==> src/rtl/led_seq_pkg.sv <==
// Shared mode encodings and LED constants for the LED sequencer.
package led_seq_pkg;

  typedef enum logic [1:0] {
    MODE_COUNT = 2'd0,
    MODE_SCAN  = 2'd1,
    MODE_BLINK = 2'd2,
    MODE_OFF   = 2'd3
  } mode_t;

  localparam int N_LED = 6;
  localparam logic [N_LED-1:0] LED_ALL_OFF = 6'b111111;

  // LEDs are active-low, so the drive value is the inverted lit pattern.
  function automatic logic [N_LED-1:0] pattern_led(
    input mode_t            m,
    input logic [N_LED-1:0] count,
    input logic [2:0]       pos,
    input logic             phase
  );
    logic [N_LED-1:0] one;
    one = 6'd1;
    case (m)
      MODE_COUNT: pattern_led = ~count;
      MODE_SCAN:  pattern_led = ~(one << pos);
      MODE_BLINK: pattern_led = phase ? 6'b000000 : LED_ALL_OFF;
      default:    pattern_led = LED_ALL_OFF;
    endcase
  endfunction

endpackage

==> src/rtl/led_seq_btn_debounce.sv <==
// Button synchronizer and debouncer; emits a one-cycle pulse on an accepted press.
module btn_debounce #(
  parameter int DEBOUNCE_CYCLES = 270_000
) (
  input  logic clk,
  input  logic rst_n,
  input  logic btn_n,
  output logic press
);

  localparam int CW = (DEBOUNCE_CYCLES > 2) ? $clog2(DEBOUNCE_CYCLES) : 1;
  localparam logic [CW-1:0] CNT_LAST = CW'(DEBOUNCE_CYCLES - 1);

  logic          sync1;
  logic          sync2;
  logic          level;
  logic [CW-1:0] cnt;

  always_ff @(posedge clk or negedge rst_n) begin
    if (!rst_n) begin
      sync1 <= 1'b1;
      sync2 <= 1'b1;
      level <= 1'b1;
      cnt   <= '0;
      press <= 1'b0;
    end else begin
      sync1 <= btn_n;
      sync2 <= sync1;
      press <= 1'b0;
      if (sync2 == level) begin
        cnt <= '0;
      end else if (cnt == CNT_LAST) begin
        level <= sync2;
        cnt   <= '0;
        // only the falling (pressed) transition is an event
        press <= ~sync2;
      end else begin
        cnt <= cnt + 1'b1;
      end
    end
  end

endmodule

==> src/rtl/led_sequencer.sv <==
// Mode FSM, prescaler and pattern generator driving the six active-low LEDs.
//   state      | meaning
//   MODE_COUNT | binary count on the LEDs
//   MODE_SCAN  | single lit LED bouncing end to end
//   MODE_BLINK | all LEDs toggle each tick
//   MODE_OFF   | all LEDs dark, ticks ignored
module led_sequencer
  import led_seq_pkg::*;
#(
  parameter int TICK_DIV        = 13_500_000,
  parameter int DEBOUNCE_CYCLES = 270_000
) (
  input  logic             clk,
  input  logic             rst_n,
  input  logic             btn_n,
  output logic [N_LED-1:0] led,
  output logic [1:0]       mode,
  output logic             tick
);

  localparam int PW = (TICK_DIV > 2) ? $clog2(TICK_DIV) : 1;
  localparam logic [PW-1:0] PRESC_LAST = PW'(TICK_DIV - 1);

  logic             press;
  mode_t            state_q, state_d;
  logic [N_LED-1:0] count_q, count_d;
  logic [2:0]       pos_q, pos_d;
  logic             dir_up_q, dir_up_d;
  logic             phase_q, phase_d;
  logic [PW-1:0]    presc_q, presc_d;
  logic             tick_d;
  logic [N_LED-1:0] led_d;

  btn_debounce #(.DEBOUNCE_CYCLES(DEBOUNCE_CYCLES)) u_btn (
    .clk   (clk),
    .rst_n (rst_n),
    .btn_n (btn_n),
    .press (press)
  );

  always_ff @(posedge clk or negedge rst_n) begin
    if (!rst_n) begin
      state_q  <= MODE_COUNT;
      count_q  <= '0;
      pos_q    <= '0;
      dir_up_q <= 1'b1;
      phase_q  <= 1'b0;
      presc_q  <= '0;
      tick     <= 1'b0;
      led      <= LED_ALL_OFF;
    end else begin
      state_q  <= state_d;
      count_q  <= count_d;
      pos_q    <= pos_d;
      dir_up_q <= dir_up_d;
      phase_q  <= phase_d;
      presc_q  <= presc_d;
      tick     <= tick_d;
      led      <= led_d;
    end
  end

  always_comb begin
    state_d  = state_q;
    count_d  = count_q;
    pos_d    = pos_q;
    dir_up_d = dir_up_q;
    phase_d  = phase_q;
    presc_d  = (presc_q == PRESC_LAST) ? '0 : presc_q + 1'b1;

    // a press restarts the pattern and the prescaler; a coincident tick is dropped
    if (press) begin
      case (state_q)
        MODE_COUNT: state_d = MODE_SCAN;
        MODE_SCAN:  state_d = MODE_BLINK;
        MODE_BLINK: state_d = MODE_OFF;
        default:    state_d = MODE_COUNT;
      endcase
      count_d  = '0;
      pos_d    = '0;
      dir_up_d = 1'b1;
      phase_d  = 1'b0;
      presc_d  = '0;
    end else if (tick) begin
      case (state_q)
        MODE_COUNT: count_d = count_q + 6'd1;
        MODE_SCAN: begin
          if (dir_up_q) begin
            if (pos_q == 3'd5) begin
              dir_up_d = 1'b0;
              pos_d    = 3'd4;
            end else begin
              pos_d = pos_q + 3'd1;
            end
          end else begin
            if (pos_q == 3'd0) begin
              dir_up_d = 1'b1;
              pos_d    = 3'd1;
            end else begin
              pos_d = pos_q - 3'd1;
            end
          end
        end
        MODE_BLINK: phase_d = ~phase_q;
        default: ;
      endcase
    end

    tick_d = (presc_d == PRESC_LAST);
    led_d  = pattern_led(state_d, count_d, pos_d, phase_d);
  end

  assign mode = state_q;

endmodule

==> config.mk <==
export PLATFORM = sky130hd
export DESIGN_NAME = led_sequencer
export DESIGN_NICKNAME = d
export VERILOG_FILES = /design/src/rtl/led_seq_pkg.sv /design/src/rtl/led_seq_btn_debounce.sv /design/src/rtl/led_sequencer.sv
export SDC_FILE = /design/constraint.sdc
export NUM_CORES = 1
export LEC_CHECK = 0
export CAP_MARGIN = 20
export CORE_MARGIN = 1.5
export CORE_UTILIZATION = 40
export CTS_BUF_LIST = sky130_fd_sc_hd__clkbuf_8
export DETAILED_ROUTE_END_ITERATION = 12
export GPL_TIMING_DRIVEN = 0
export SKIP_LAST_GASP = 1
export SLEW_MARGIN = 20
export SYNTH_ARGS = -nofsm -noshare
export SYNTH_HDL_FRONTEND = slang
export SYNTH_SLANG_ARGS = --single-unit
export TNS_END_PERCENT = 1
==> constraint.sdc <==
create_clock -name clk -period 3.6 [get_ports clk]
set_clock_uncertainty 0.1 [all_clocks]
set_input_delay 0.54 -clock clk [delete_from_list [all_inputs] [get_ports clk]]
set_output_delay 0.54 -clock clk [all_outputs]
set_load 0.02 [all_outputs]
* Word level (Yosys, flattened, before mapping)
Cells that the tools add are included.
Word-level totals: bits of input ports 3, output and inout bits 9, register bits 67, word-level logic and storage cells 68
Operators by class: shift-type cells 1, bitwise gates (word level) 5, reduce and logical (&&, ||, !) cells 7, $add $sub $neg 5, equal/unequal tests 9, multiplexer cells 28
Operator list (count):
- $eq A24 B24 Y1 const B | 2
- $mux W24 | 2
- $mux W19 | 2
- $add A24 B1 Y24 const B | 1
- $mux W6 | 4
- $add A19 B1 Y19 const B | 1
- $eq A19 B19 Y1 const B | 1
- $mux W3 | 6
- $pmux W6 S3 | 1
- $not A6 Y6 | 2
- $mux W1 | 11
- $add A6 B1 Y6 const B | 1
- $pmux W2 S3 | 1
- $shl A1 B3 Y6 const A | 1
- $eq A2 B1 Y1 const B | 2
- $eq A2 B2 Y1 const B | 2
- $logic_not A2 Y1 | 2
- $reduce_and A2 Y1 | 2
- $reduce_bool A2 Y1 | 2
- $add A3 B1 Y3 const B | 1
- $eq A3 B3 Y1 const B | 1
- $logic_not A3 Y1 | 1
- $not A1 Y1 | 3
- $sub A3 B1 Y3 const B | 1
- other kinds (2) | 2

* Depth between registers and ports, before layout
Gate-level depths: netlist of run 1.
word-level depth 9, depth in mapped cells 10, gate-level depth less buffers 9

* By module
From an unflattened synthesis of run 1, not the netlist that was laid out.
Second synthesis, totals: cells, all modules 368, area total of the unflattened synthesis 3587.2 um^2
Modules (own cells, without submodules):
- led_sequencer | times used 1, seq. area each 1109.8 um^2, area an instance 2443.6 um^2, cells an instance 265
- btn_debounce | times used 1, seq. area each 579.3 um^2, area an instance 1143.6 um^2, cells an instance 103

* Least setup slack after synthesis of run 1
Ideal clock, no wire load.
path kind flip-flop to flip-flop, start point register presc_q[0], end point register tick, stages on the path, launching flop included 8, period minus slack after synthesis 2.258 ns, setup slack 1.342 ns, data required time 3.432 ns, setup time 0.068 ns, data arrival time 2.090 ns, cell sequence dfrtp_1 -> ha_1 -> and4_1 -> or4b_1 -> a21boi_1 -> o211ai_1 -> nor4b_2 -> and4_1
Between the ends: word-level cells in the longest chain between the ends 4
RTL lines:
- from (decl) | line led_sequencer.sv:30 | logic [PW-1:0] presc_q, presc_d;
- from (signal assigned) | line led_sequencer.sv:57 | presc_q <= presc_d;
- $add A24 B1 Y24 / $eq A24 B24 Y1 (equally long branches) | line led_sequencer.sv:69 | presc_d = (presc_q == PRESC_LAST) ? '0 : presc_q + 1'b1;
- $mux W24 (*) | line led_sequencer.sv:69
- $mux W24 (*) | line led_sequencer.sv:72 | if (press) begin
- $eq A24 B24 Y1 (*) | line led_sequencer.sv:109 | tick_d = (presc_d == PRESC_LAST);
- net tick_d | line led_sequencer.sv:31 | logic tick_d;
- to (signal assigned) | line led_sequencer.sv:58 | tick <= tick_d;
- to (decl) | line led_sequencer.sv:18 | output logic tick
Mark *: on every way through the listed nets, which the timed path passes. The rest lies on a longest branch. A chain may end at the register's enable or synchronous reset.

* Worst setup path in the final report of run 1
Same ends and word-level chain as after synthesis.

==> results summary, run 1 <==
The H-tree level count is 3. By area the synthesized netlist is led by sky130_fd_sc_hd__dfrtp_1 (41%), sky130_fd_sc_hd__xor2_1 (7.8%), sky130_fd_sc_hd__dfstp_2 (7.5%). The depth of the worst register-to-register path came out at 7. The depth of the worst hold-timing path came out at 0. In the final layout, the share of cells above drive strength 1 is 10.5%. The worst path setup slack after routing came out at 1020 ps. In this run the worst path has a maximum fanout of 8. The highest clock rate came out at 0.387 GHz. The pin slew with the least headroom to its limit came out at 647 ps.

The post-synth design cell area is 0.00349 mm2. The core area came out at 0.00834 mm2. The area share of the leading cell type in the synthesized netlist came out at 40.9%. The register-to-register setup slack came out at 1020 ps. Including well taps, the total number of placed cells is 477. The most instantiated library cell after synthesis is sky130_fd_sc_hd__nor2_1.

The critical path launch point type is a flop. The total wire length after detailed routing is 6700 um. The count of clock tree sinks came out at 67. The total vias in the final route is 2576. The tree is rooted in a sky130_fd_sc_hd__clkbuf_8. The remaining max-slew budget at the tightest pin is 56.5%. Counting every net in the synthesized netlist gives 371. The number of antenna diodes in the final layout is 0. The weighted congestion reported at the end of routability-driven placement is 0.883. The number of buffers inserted during clock tree synthesis came out at 9. Dividing total power by cell area gives a power density of 344 mW/mm2.

The sequential share of the synthesized area is 48.4%. For this run, the leading register cell type out of synthesis is sky130_fd_sc_hd__dfrtp_1. The max-cap violation count is 0.

The die covers 0.00929 mm2. The starting utilization of the core area is 41.8%. Entering global routing, the biggest net connects 46 pins.

The average cell area after synthesis came out at 9.69 um2. The cell row count is 33. The post-synthesis sequential element count is 67.

The number of hold-slack violations in the final timing report is 0. Once detail routing completed, the nets flagged for antenna violations numbered 0. The net total in the final layout came out at 395. The total congestion overflow is 0.

The data arrival time of the critical path came out at 2760 ps. The endpoint of the lowest-slack register-to-register path is tick. The total track usage is 16.3%. The count of cells in the finished layout, fillers not included, comes to 494. The analysis attributes to cell leakage a power of 1.72 nW. The worst slack at placement came out at 1070 ps. The library cell with the largest summed area after synthesis is sky130_fd_sc_hd__dfrtp_1.

The worst hold path begins at u_btn.sync1. In this run the critical register-to-register path is launched from presc_q[0]. The I/O pin total came out at 12. The unique cell type count in the Yosys netlist came out at 54. The insertion delay to the later sink of the worst-skew pair came out at 350 ps. After clock tree synthesis, the clock-pin slew on the worst setup and hold paths is 70 ps. The post-cts gate resize count is 0. The path with the worst hold slack has its endpoint at u_btn.sync2. TritonCTS built the clock tree.

The initial antenna violation count came out at 0. The number of warnings printed during yosys synthesis came out at 0. In the routed layout, each cell is associated on average with a via count of 5.21.

The number of iterations in the first detailed-routing pass is 4. The minimum clock period after layout is 2580 ps. The routed length per placed instance is 13.6 um. The setup violation total in the final timing report is 0.

The final number of max-transition violations came out at 0. The required time of the critical path is 3780 ps. The flow ran to the end, and the final reports show no timing, DRC or antenna violations. For the final routed database, the setup TNS stands at 0 ps. Input and output buffers added on the ports amount to 11. In the routed design, unresolved DRC markers number 0.

The post-synthesis cell count is 360. The wire length of the first global-routing pass is 11700 um. The die height is 96.4 um.

The violation count after the first detailed-route iteration is 94. Ranked by instance count, the synthesized netlist is headed by sky130_fd_sc_hd__nor2_1 (62), sky130_fd_sc_hd__dfrtp_1 (57), sky130_fd_sc_hd__xor2_1 (31). The final hold slack came out at 257 ps. The path class of the tightest hold or removal check is reg2reg.

The deepest clock path buffer count is 2. The share of the clock period used by the worst path came out at 71.8%. The critical path is of the reg2reg type. After filler insertion, the fill cell instance count of the layout stands at 778. The worst supply voltage drop on vdd is 0.000190 V. The number of global-route vias before repair came to 2510. Counting flops with a built-in enable in the synthesized netlist gives 0. The fraction of registers with async set/reset is 100%. The layout overhead on the synthesized area is 13.1%. The chip width came out at 96.4 um. The sum of net half-perimeters after detailed placement is 4760 um.

The nature of the critical path endpoint is a flop. Setup repair after global routing left no endpoint under its margin.
sequential cells by signal, indices dropped and copies added (netlist names):
name,flops
u_btn.sync2,1
pos_q,3
count_q,6
u_btn.level,1
u_btn.cnt,19
tick,1
u_btn.press,1
u_btn.sync1,1
phase_q,1
led,6
dir_up_q,1
mode,2
presc_q,24
layout make-up:
type / count / area, um2 / area share (%)
plain buffers: 10 / 46.3 / 1.17
inverters: 14 / 52.6 / 1.33
repair buffers: 13 / 145 / 3.68
flip-flops and latches: 67 / 1690 / 42.8
well taps: 105 / 131 / 3.33
clock inverters: 6 / 41.3 / 1.05
multi-input cells: 269 / 1700 / 43.1
clock buffers: 10 / 138 / 3.49
routing by layer:
metal | vias up | track usage (%) | routed length, um
li1 | 1290 | - | -
met1 | 1242 | 21.6 | 3370
met2 | 35 | 25.5 | 3070
met3 | 9 | 4.38 | 165
met4 | 0 | 6.40 | 93
met5 | - | 0 | 0
timing repair:
action / 4_1_cts / 5_1_grt
hold buffers: 1 / 0
setup buffers: 0 / 0
hold endpoints to repair: 16 / 0
worst max-delay path, cell delays in order (launching register included):
cell and delay (ps):
sky130_fd_sc_hd__dfrtp_1 420, sky130_fd_sc_hd__ha_1 330, sky130_fd_sc_hd__nand4_2 230, sky130_fd_sc_hd__nor3_2 500
sky130_fd_sc_hd__nand3_1 160, sky130_fd_sc_hd__xor2_1 220, sky130_fd_sc_hd__nor4b_1 310, sky130_fd_sc_hd__and4_1 240
metrics by stage:
stage                     area (um2)  util [%]  total power, mW
after detailed placement        3750      45.0            0.804
after global routing            3940      47.3             1.42
after floorplan                 3490         -            0.781
after CTS                       3940      47.3             1.39
after global placement          3730      44.7            0.800
final                           3940      47.3             1.36
power by group:
part           internal (mW)  leakage (nW)  total [mW]  switching [mW]
sequential             0.757         0.884       0.761         0.00313
combinational        0.00856         0.747      0.0286          0.0200
clock                  0.267        0.0843       0.569           0.302
total                   1.03          1.72        1.36           0.325
logic make-up (layout without fill, tap and decap cells):
kind of cell,after synthesis,count (layout),synth area share [%]
AND/OR/NAND/NOR,169,169,25.9
multiplexers,2,2,0.610
AO/OA/AOI/OAI,46,46,8.25
flip-flops,67,67,48.4
buffers and inverters,24,53,2.83
XOR/XNOR,44,44,11.1
adder cells (fa/ha/maj),8,8,2.87
layout by cell type, fill, tap and decap left out, types with 2 or more instances in the layout:
cell | Yosys | layout
sky130_fd_sc_hd__nand3b_1 | 3 | 3
sky130_fd_sc_hd__o21ai_1 | 3 | 3
sky130_fd_sc_hd__nand4b_1 | 2 | 2
sky130_fd_sc_hd__nor2_1 | 62 | 62
sky130_fd_sc_hd__o211ai_1 | 2 | 2
sky130_fd_sc_hd__and3_1 | 6 | 6
sky130_fd_sc_hd__o22ai_1 | 2 | 2
sky130_fd_sc_hd__nor4_1 | 5 | 5
sky130_fd_sc_hd__dfrtp_1 | 57 | 57
sky130_fd_sc_hd__and4_1 | 4 | 4
sky130_fd_sc_hd__xnor2_1 | 13 | 13
sky130_fd_sc_hd__a21o_1 | 3 | 3
sky130_fd_sc_hd__nor4b_1 | 4 | 4
sky130_fd_sc_hd__xor2_1 | 31 | 31
sky130_fd_sc_hd__nand4_1 | 10 | 10
sky130_fd_sc_hd__a21boi_0 | 2 | 2
sky130_fd_sc_hd__clkdlybuf4s50_1 | 0 | 10
sky130_fd_sc_hd__nand2_1 | 28 | 28
sky130_fd_sc_hd__a21oi_1 | 11 | 11
sky130_fd_sc_hd__dfstp_2 | 10 | 10
sky130_fd_sc_hd__nand3_1 | 16 | 16
sky130_fd_sc_hd__clkinvlp_4 | 0 | 3
sky130_fd_sc_hd__ha_1 | 8 | 8
sky130_fd_sc_hd__or3_1 | 4 | 4
sky130_fd_sc_hd__nor3b_1 | 2 | 2
sky130_fd_sc_hd__or2_2 | 3 | 3
sky130_fd_sc_hd__o21ai_0 | 12 | 12
sky130_fd_sc_hd__clkinv_2 | 0 | 2
sky130_fd_sc_hd__clkbuf_8 | 0 | 10
sky130_fd_sc_hd__nor3_1 | 6 | 6
sky130_fd_sc_hd__o31ai_1 | 2 | 2
sky130_fd_sc_hd__nand2b_1 | 3 | 3
sky130_fd_sc_hd__clkbuf_1 | 8 | 8
sky130_fd_sc_hd__inv_1 | 14 | 14
how the worst max path moves through the flow:
stage | start | end | slack (ps) | cells past startpoint
floorplan | presc_q[0] | tick | 1340 | 7
global placement | rst_n | presc_q[19] | -360 | 1
detailed placement | presc_q[0] | tick | 1070 | 7
CTS | presc_q[0] | tick | 1050 | 7
global route | presc_q[0] | tick | 850 | 7
finish | presc_q[0] | tick | 1020 | 7
Power figures use the tool's default switching activity.
==> inputs of run 2 (changes only) <==
- clock period: 3.6 -> 2.6 ns (I/O delays scaled with it)
==> results summary, run 2 (synthesis results as in run 1) <==
The sum of net half-perimeters after detailed placement came out at 4760 um (unchanged). The post-layout instance count excluding filler cells is 494 (unchanged). The placement-stage cell area is 0.00375 mm2 (unchanged). The total vias in the final route is 2565 (-0.43%). Traced cell by cell, the critical path runs through ha_1, nand4_2, nor3_4, nand3_1, xor2_1, nor4b_1, and4_1.

The count of inserted antenna diode cells came out at 0 (unchanged). The fraction of final layout cells sized beyond drive strength 1 came to 10.8% (+0.26 points). The count of buffer and inverter cells on the critical path came out at 0 (unchanged).

In this run the critical register-to-register path is launched from presc_q[0]. The per-cell via count in the routed design is 5.19 (-0.43%). The final design utilization is 47.4% (+0.090 points). Among cell families on the critical path, the largest total delay comes from simple AND/OR/NAND/NOR gates.

The fill cell instance count of the final layout came out at 776 (-0.26%). The max-cap violation count is 0 (unchanged). The share of the clock period used by the worst path came to 95.3% (+24 points). The static leakage power came out at 1.74 nW (+1.2%). The remaining max-slew budget at the tightest pin was 56.5% (about the same). The area of the multi-input gates came out at 0.00171 mm2 (+0.37%). The number of buffers inserted by post-CTS setup repair came out at 0 (unchanged). The net total in the final layout is 395 (unchanged). The flow ran to the end, and the final reports show no timing, DRC or antenna violations. The worst setup path is captured at a flop. The worst setup path is launched from a flop. The weighted congestion reported at the end of routability-driven placement is 0.883 (unchanged). The minimum clock period after layout came out at 2480 ps (-105 ps).

TritonCTS built the clock tree. The I/O pin total is 12 (unchanged). The area enclosed by the die boundary came out at 0.00929 mm2 (unchanged).

The number of hold-slack violations in the final timing report came out at 0 (unchanged). The total wire length after detailed routing is 6700 um (about the same). The die height is 96.4 um (unchanged). Ranked by flip-flop count, first place goes to presc_q.

The setup violation total in the final timing report came out at 0 (unchanged). The root buffer cell chosen for the clock tree is sky130_fd_sc_hd__clkbuf_8. In the final layout, the registers with the most flip-flops are presc_q x24, u_btn.cnt x19.

The cell row count is 33 (unchanged). The layout overhead on the synthesized area came out at 13.3%. The insertion delay to the later sink of the worst-skew pair came out at 350 ps (about the same). The power per standard cell area came out at 476 mW/mm2 (+38%).

The final hold slack came out at 257 ps (-0.00700 ps). Tracing the worst setup path back leads to its startpoint at presc_q[0]. The number of iterations in the first detailed-routing pass is 4 (unchanged). The maximum number of pins on one net before global-route repair was 46 (unchanged). The count of clock tree sinks is 67 (unchanged).

The classification of the worst setup path is reg2reg. The largest fanout of any net on the critical path is 8 (unchanged). The number of flip-flops under the largest register name came to 24 (unchanged).

Setup repair after global routing could not meet its margin everywhere. The area occupied by registers is 0.00169 mm2 (unchanged). The core area came to 0.00834 mm2 (unchanged).

The data arrival time of the critical path is 2660 ps (-100 ps). The chip width is 96.4 um (unchanged). The worst hold path class is reg2reg.

The wire length of the first global-routing pass came to 11700 um (unchanged). The clock-pin slew reported for the worst setup and hold paths after clock tree synthesis is 70 ps (about the same). The most common library cell in the layout ignoring fill and taps is sky130_fd_sc_hd__nor2_1. The total congestion overflow is 0 (unchanged). The final cell area excluding filler cells came to 0.00395 mm2 (+0.19%).

The H-tree level count is 3 (unchanged). The deepest clock path buffer count came out at 2 (unchanged). The number of global-route vias before repair was 2510 (unchanged).

The total track usage is 16.3% (unchanged). The routed length per placed instance came out at 13.6 um (about the same). The starting utilization of the core area came out at 41.8% (unchanged). The required time of the critical path came out at 2780 ps (-1000 ps). The initial antenna violation count is 0 (unchanged).

On the critical path, the stage with the largest delay is an instance of sky130_fd_sc_hd__dfrtp_1. The number of buffers inserted during clock tree synthesis came out at 9 (unchanged). The highest clock rate was 0.404 GHz (+4.2%).

In the layout the commonest cells are sky130_fd_sc_hd__nor2_1 (62), sky130_fd_sc_hd__dfrtp_1 (57), sky130_fd_sc_hd__xor2_1 (31), sky130_fd_sc_hd__nand2_1 (28), sky130_fd_sc_hd__nand3_1 (16). The placed instance count was 477 (unchanged). The remaining number of nets flagged by the antenna check after routing is 0 (unchanged). The pin slew with the least headroom to its limit came out at 647 ps (-0.252 ps). The hold path startpoint is u_btn.sync1. The quantity of I/O buffers inserted on ports was 11 (unchanged). The post-detailed-route DRC marker count is 0 (unchanged). The violation count after the first detailed-route iteration came to 99 (+5.3%).

The maximum cell stage delay along the critical path came out at 420 ps (-80 ps). The worst supply voltage drop on vdd came out at 0.000262 V (+38%). The final number of max-transition violations is 0 (unchanged).
==> run 2: final cells by class <==
type	instances	area share [%]
clock inverters	6	1.05
plain buffers	10	1.20
repair buffers	13	3.67
flip-flops and latches	67	42.8
multi-input cells	269	43.2
clock buffers	10	3.48
well taps	105	3.33
inverters	14	1.33
==> run 2: layer usage <==
metal | part of all wire [%] | GRT usage (%)
met1 | 50 | 21.6
met2 | 46 | 25.5
met3 | 2.3 | 4.38
met4 | 1.7 | 6.40
met5 | 0 | 0
==> run 2: final timing paths <==
check                                end  slack (ps)  cells past startpoint
min in group asynchronous  u_btn.cnt[18]         370                      2
max in group asynchronous    u_btn.sync1        1440                      3
min                          u_btn.sync2         260                      0
max reg2reg                         tick         120                      7
min reg2reg                  u_btn.sync2         260                      0
max                                 tick         120                      7
==> run 2: repair_timing <==
action	4_1_cts	5_1_grt
gates resized for setup	0	3
endpoints found under the setup margin	0	21
endpoints found under the hold margin	16	0
hold buffers	1	0
==> run 2: through the flow <==
step / setup TNS (ps) / power [mW] / worst slack (ps)
finish: 0 / 1.88 / 122
CTS: 0 / 1.92 / 49.9
global placement: -73130 / 1.11 / -1210
detailed placement: 0 / 1.11 / 70.8
global route: -611 / 1.96 / -75.7
floorplan: 0 / 1.08 / 342
==> run 2: where the power goes <==
| group | internal [mW] | switching [mW] |
|---|---|---|
| clock | 0.370 | 0.419 |
| sequential | 1.05 | 0.00433 |
| combinational | 0.0119 | 0.0278 |
